<file path="src/rtl/vision_pkg.sv">
// Shared pixel and hue types for the camera colour-analysis blocks.
package vision_pkg;

  localparam int PIX_W     = 8;
  localparam int HUE_W     = 20;
  localparam int HUE_FIXED = 4;

  typedef struct packed {
    logic [PIX_W-1:0] r;
    logic [PIX_W-1:0] g;
    logic [PIX_W-1:0] b;
  } rgb_t;

  typedef struct packed {
    logic valid;
    logic src;
  } hue_tag_t;

endpackage

</file>
<file path="src/rtl/hue_result_fifo.sv">
// First-word fall-through result FIFO; a write is visible on the cycle after it lands.
module hue_result_fifo #(
  parameter int DEPTH = 4,
  parameter int DW    = 21
) (
  input  logic                       clk,
  input  logic                       rst,
  input  logic                       wr_en,
  input  logic [DW-1:0]              wr_data,
  output logic                       rd_valid,
  input  logic                       rd_ready,
  output logic [DW-1:0]              rd_data,
  output logic [$clog2(DEPTH):0]     count
);

  localparam int AW = $clog2(DEPTH);

  logic [DW-1:0] mem [DEPTH];
  logic [AW-1:0] wr_ptr;
  logic [AW-1:0] rd_ptr;
  logic          rd_en;

  assign rd_valid = (count != '0);
  assign rd_data  = rd_valid ? mem[rd_ptr] : '0;
  assign rd_en    = rd_valid && rd_ready;

  always_ff @(posedge clk or posedge rst) begin
    if (rst) begin
      wr_ptr <= '0;
      rd_ptr <= '0;
      count  <= '0;
    end else begin
      if (wr_en) wr_ptr <= wr_ptr + AW'(1);
      if (rd_en) rd_ptr <= rd_ptr + AW'(1);
      if (wr_en && !rd_en)      count <= count + (AW+1)'(1);
      else if (!wr_en && rd_en) count <= count - (AW+1)'(1);
    end
  end

  always_ff @(posedge clk) begin
    if (wr_en) mem[wr_ptr] <= wr_data;
  end

endmodule

</file>
<file path="src/rtl/hue_arbiter.sv">
// Round-robin sharing of one rgb2hue pipeline between two pixel sources,
// with credit-protected result buffering since the pipeline cannot stall.
module hue_arbiter
  import vision_pkg::*;
#(
  parameter int WIDTH = HUE_W,
  parameter int LAT   = 2,
  parameter int DEPTH = 4
) (
  input  logic             clk,
  input  logic             rst,
  input  logic             s0_valid,
  output logic             s0_ready,
  input  logic [23:0]      s0_rgb,
  input  logic             s1_valid,
  output logic             s1_ready,
  input  logic [23:0]      s1_rgb,
  output logic [7:0]       dp_r,
  output logic [7:0]       dp_g,
  output logic [7:0]       dp_b,
  input  logic [WIDTH-1:0] dp_h,
  output logic             m_valid,
  input  logic             m_ready,
  output logic [WIDTH-1:0] m_hue,
  output logic             m_src
);

  localparam int CW = $clog2(DEPTH) + 1;
  localparam logic [CW-1:0] FULL = CW'(DEPTH);

  logic [CW-1:0] occ;
  logic [CW-1:0] fifo_count;
  logic          last;
  logic          credit, grant0, grant1, issue0, issue1, issue, pop;
  rgb_t          dp_q;
  hue_tag_t      tag [LAT+1];
  logic          fifo_wr;
  logic [WIDTH:0] fifo_din;
  logic [WIDTH:0] fifo_dout;

  // Credit is taken from the registered count only, so a same-cycle pop never frees a slot.
  assign credit   = (occ < FULL);
  assign grant0   = s0_valid && (!s1_valid || last);
  assign grant1   = s1_valid && (!s0_valid || !last);
  assign s0_ready = grant0 && credit && !rst;
  assign s1_ready = grant1 && credit && !rst;
  assign issue0   = s0_valid && s0_ready;
  assign issue1   = s1_valid && s1_ready;
  assign issue    = issue0 || issue1;
  assign pop      = m_valid && m_ready;

  always_ff @(posedge clk or posedge rst) begin
    if (rst) begin
      occ  <= '0;
      last <= 1'b1;
      dp_q <= '0;
      for (int i = 0; i <= LAT; i++) tag[i] <= '0;
    end else begin
      if (issue && !pop)      occ <= occ + CW'(1);
      else if (!issue && pop) occ <= occ - CW'(1);
      if (issue) begin
        dp_q <= issue1 ? rgb_t'(s1_rgb) : rgb_t'(s0_rgb);
        last <= issue1;
      end
      tag[0].valid <= issue;
      tag[0].src   <= issue1;
      for (int i = 1; i <= LAT; i++) tag[i] <= tag[i-1];
    end
  end

  assign dp_r = dp_q.r;
  assign dp_g = dp_q.g;
  assign dp_b = dp_q.b;

  assign fifo_wr  = tag[LAT].valid;
  assign fifo_din = {dp_h, tag[LAT].src};

  hue_result_fifo #(
    .DEPTH (DEPTH),
    .DW    (WIDTH + 1)
  ) u_fifo (
    .clk      (clk),
    .rst      (rst),
    .wr_en    (fifo_wr),
    .wr_data  (fifo_din),
    .rd_valid (m_valid),
    .rd_ready (m_ready),
    .rd_data  (fifo_dout),
    .count    (fifo_count)
  );

  assign m_hue = fifo_dout[WIDTH:1];
  assign m_src = fifo_dout[0];

  a_credit_covers_fifo: assert property (@(posedge clk) disable iff (rst) fifo_count <= occ);

endmodule

</file>
<file path="config.mk">
export PLATFORM = sky130hd
export DESIGN_NAME = hue_arbiter
export DESIGN_NICKNAME = d
export VERILOG_FILES = /design/src/rtl/vision_pkg.sv /design/src/rtl/hue_result_fifo.sv /design/src/rtl/hue_arbiter.sv
export SDC_FILE = /design/constraint.sdc
export NUM_CORES = 1
export LEC_CHECK = 0
export CORE_MARGIN = 3
export CORE_UTILIZATION = 27
export CTS_BUF_LIST = sky130_fd_sc_hd__clkbuf_8
export DETAILED_ROUTE_END_ITERATION = 12
export PLACE_DENSITY_LB_ADDON = 0.3
export SYNTH_ARGS = -nofsm -noshare
export SYNTH_HDL_FRONTEND = slang
export SYNTH_SLANG_ARGS = --single-unit
</file>
<file path="constraint.sdc">
create_clock -name clk -period 3 [get_ports clk]
set_input_delay 0.6 -clock clk [delete_from_list [all_inputs] [get_ports clk]]
set_output_delay 0.6 -clock clk [all_outputs]
set_load 0.03 [all_outputs]
</file>
==> results.md <==
* CTS Buf Count at 17
* Clk pin slew, worst setup/hold paths at 80 ps
* Vias in the first global route at 3,663
* Fillers at 1,793
* Worst Setup End Kind: output pin
* Worst VDD drop at 497 uV
* Critical-path top delay cell: clkdlybuf4s50_1
* Max clock buf depth at 2
* RSZ-0062 raised after global routing: true
* Layout Cells excl Fill at 740
* Critical path's largest stage delay at 590 ps
* Worst Tran Pin Value at 538 ps
* Initial core utilization at 27.8%
* Die width at 146 um
* Fin. Hold Viols at 0
* Count leader, synth: edfxtp_1
* Final clock skew at 6.92 ps
* Final setup vio count at 0
* Synth-to-Final Area Change at 37.8%
* Clk_lat worst skew at 420 ps
* Max-cap violation count at 0
* Total track usage at 11.4%
* Critical path type: register to output pin
* Register bit total from synthesis at 125
* Power per cell area at 985 nW/um2
* Critical path data required time at 2400 ps
* Gpl congestion at 0.809
* Largest net degree at the start of global routing at 42
* Worst min-delay path category: register to register
* Drt total wl at 11,700 um
* Distinct cells, synth at 30
* Grt ovf at 0
* Die Area at 21,300 um2
* Critical Path AT at 2320 ps
* Post-route setup slack at 83.6 ps
* Max H-tree Level at 4
* Reg-to-reg setup timing slack at 690 ps
* Area leader, netlist: edfxtp_1
* Vias at 3,313
* Outcome: completed
* Dpl ws at 236 ps
* Dominant cells by area after synthesis: edfxtp_1 48%, dfrtp_1 19%, mux4_2 9.0%
* Synth Flop Type: edfxtp_1
* Worst path cell trace: buf_4 -> mux4_2 -> and2_1 -> clkdlybuf4s50_1
* Synth top area share at 47.8%
* Final ANT Viol Nets at 0
* Core box area at 19,000 um2
* DRT iter0 DRCs at 108
* Root Driver: clkbuf_8
* Syn Std Cell Area at 5280 um2
* Placed Cells at 708
* Share of cells above drive strength 1 at 18.8%
* Setup TNS at 0 ps
* Register area share after synthesis at 67.3%
* Max Freq at 343 MHz
* Leak at 2.73 nW
* Post CTS Setup Buffer Count at 0
* IO Port Bufs at 120
* Syn Nets at 413
* DR WL/cell at 15.9 um
* Yosys Warn Count at 0
* Final Max Slew Viols at 0
* IO Pins at 121
* First-pass GRT wire length at 19,200 um
* CTS tree: yes
* Syn Inst Count at 332
* Worst path bufs/invs at 2
* Period utilization at 97.2%
* Post-synth ARST share at 32.8%
* Final Critical Period at 2920 ps
* Synthesized area per cell at 15.9 um2
* Critical Path Start Type: register
* Post-synth EDFFs at 84
* Final HPWL DP at 7730 um
* CTS sink count at 125
* Row count at 50
* Commonest cells in the synthesized netlist: 84 x edfxtp_1, 40 x dfrtp_1, 31 x inv_1
* Die Y at 146 um
* Initial antenna violation count at 0
* Vias per Instance at 4.48
* Final Net Count at 548
* Relative slew slack at 64.1%
* Drt drc at 0
* TritonRoute pass-1 iters at 4
* Ant diodes at 0
* Hold-fix buffers at CTS at 0
* Crit-path leading delay family: buffers and inverters
* Maximum fanout along the worst path at 12
[registers in the layout, summed over array words and instances (netlist names)]
signal / flops
u_fifo.mem: 84
u_fifo.count: 3
dp_r: 8
last: 1
u_fifo.rd_ptr: 2
fifo_wr: 1
u_fifo.wr_ptr: 2
dp_g: 8
fifo_din: 1
dp_b: 8
tag: 4
occ: 3
[placed cells by master (no fill, tap or decap), types with 2 or more instances in the layout]
cell type	netlist	routed
and2_1	27	27
buf_4	0	18
bufinv_16	0	4
clkbuf_8	0	17
clkdlybuf4s50_1	0	104
clkinv_4	0	4
dfrtp_1	40	40
dlygate4sd2_1	0	5
dlymetal6s2s_1	0	8
edfxtp_1	84	84
fa_1	2	2
ha_1	6	6
inv_1	31	31
inv_6	0	2
inv_8	0	2
mux2_2	2	2
mux4_2	21	21
nand2_1	3	3
nand3_1	25	25
nor2_1	5	5
o21ai_0	25	25
o311ai_0	4	4
o311ai_1	8	8
o311ai_2	12	12
xnor2_1	4	4
xor2_1	5	5
[power breakdown]
part | internal (mW) | switching (mW) | total [mW]
combinational | 1.38 | 1.70 | 3.09
sequential | 2.25 | 0.196 | 2.45
clock | 0.922 | 0.714 | 1.64
[layer usage]
layer | vias to the layer above | wire (um) | global-route usage, % | part of all wire [%]
met2 | 128 | 5530 | 18.5 | 47
li1 | 1522 | - | - | -
met1 | 1653 | 5120 | 13.9 | 44
met4 | 0 | 106 | 3.56 | 0.90
met5 | - | 0 | 0 | 0
met3 | 10 | 983 | 4.95 | 8.4
[final cells by class]
| cell class | count | area, um2 | area share [%] |
|---|---|---|---|
| flip-flops and latches | 125 | 3550 | 48.8 |
| clock inverters | 15 | 211 | 2.91 |
| well taps | 260 | 325 | 4.47 |
| inverters | 31 | 116 | 1.60 |
| repair buffers | 136 | 1340 | 18.4 |
| multi-input cells | 156 | 1500 | 20.6 |
| clock buffers | 17 | 234 | 3.22 |
[worst paths after layout]
check	start	to	cells after the start
max in group asynchronous	rst	last	4
min in group asynchronous	rst	dp_g[2]	4
max	u_fifo.rd_ptr[0]	m_hue[17]	4
min reg2reg	tag[3]	fifo_wr	0
max reg2reg	u_fifo.count[0]	u_fifo.count[2]	8
min	tag[3]	fifo_wr	0
[stage by stage]
step | hold WS [ps] | power, mW | area (um2) | utilization [%]
after detailed placement | 335 | 5.68 | 6810 | 35.9
after floorplan | 331 | 4.44 | 5280 | -
after CTS | 351 | 7.30 | 7250 | 38.3
final | 351 | 7.17 | 7270 | 38.4
after global routing | 350 | 7.57 | 7270 | 38.4
after global placement | 333 | 5.62 | 6810 | 35.9
[repair_timing]
item                                    4_1_cts  5_1_grt
gates resized for setup                       5        8
endpoints found under the setup margin        5       14
gates cloned                                  0        0
[cells by family (layout without fill, tap and decap cells)]
kind of cell	count (synthesis)	in the layout	share of synthesized area, %
xor+xnor	9	9	1.49
compound gates	52	52	8.37
buf+inv	51	199	4.43
simple gates	64	64	6.85
flops	125	125	67.3
fa+ha+maj	8	8	2.18
mux	23	23	9.39
Note: power is estimated with default switching activity, not from simulation.
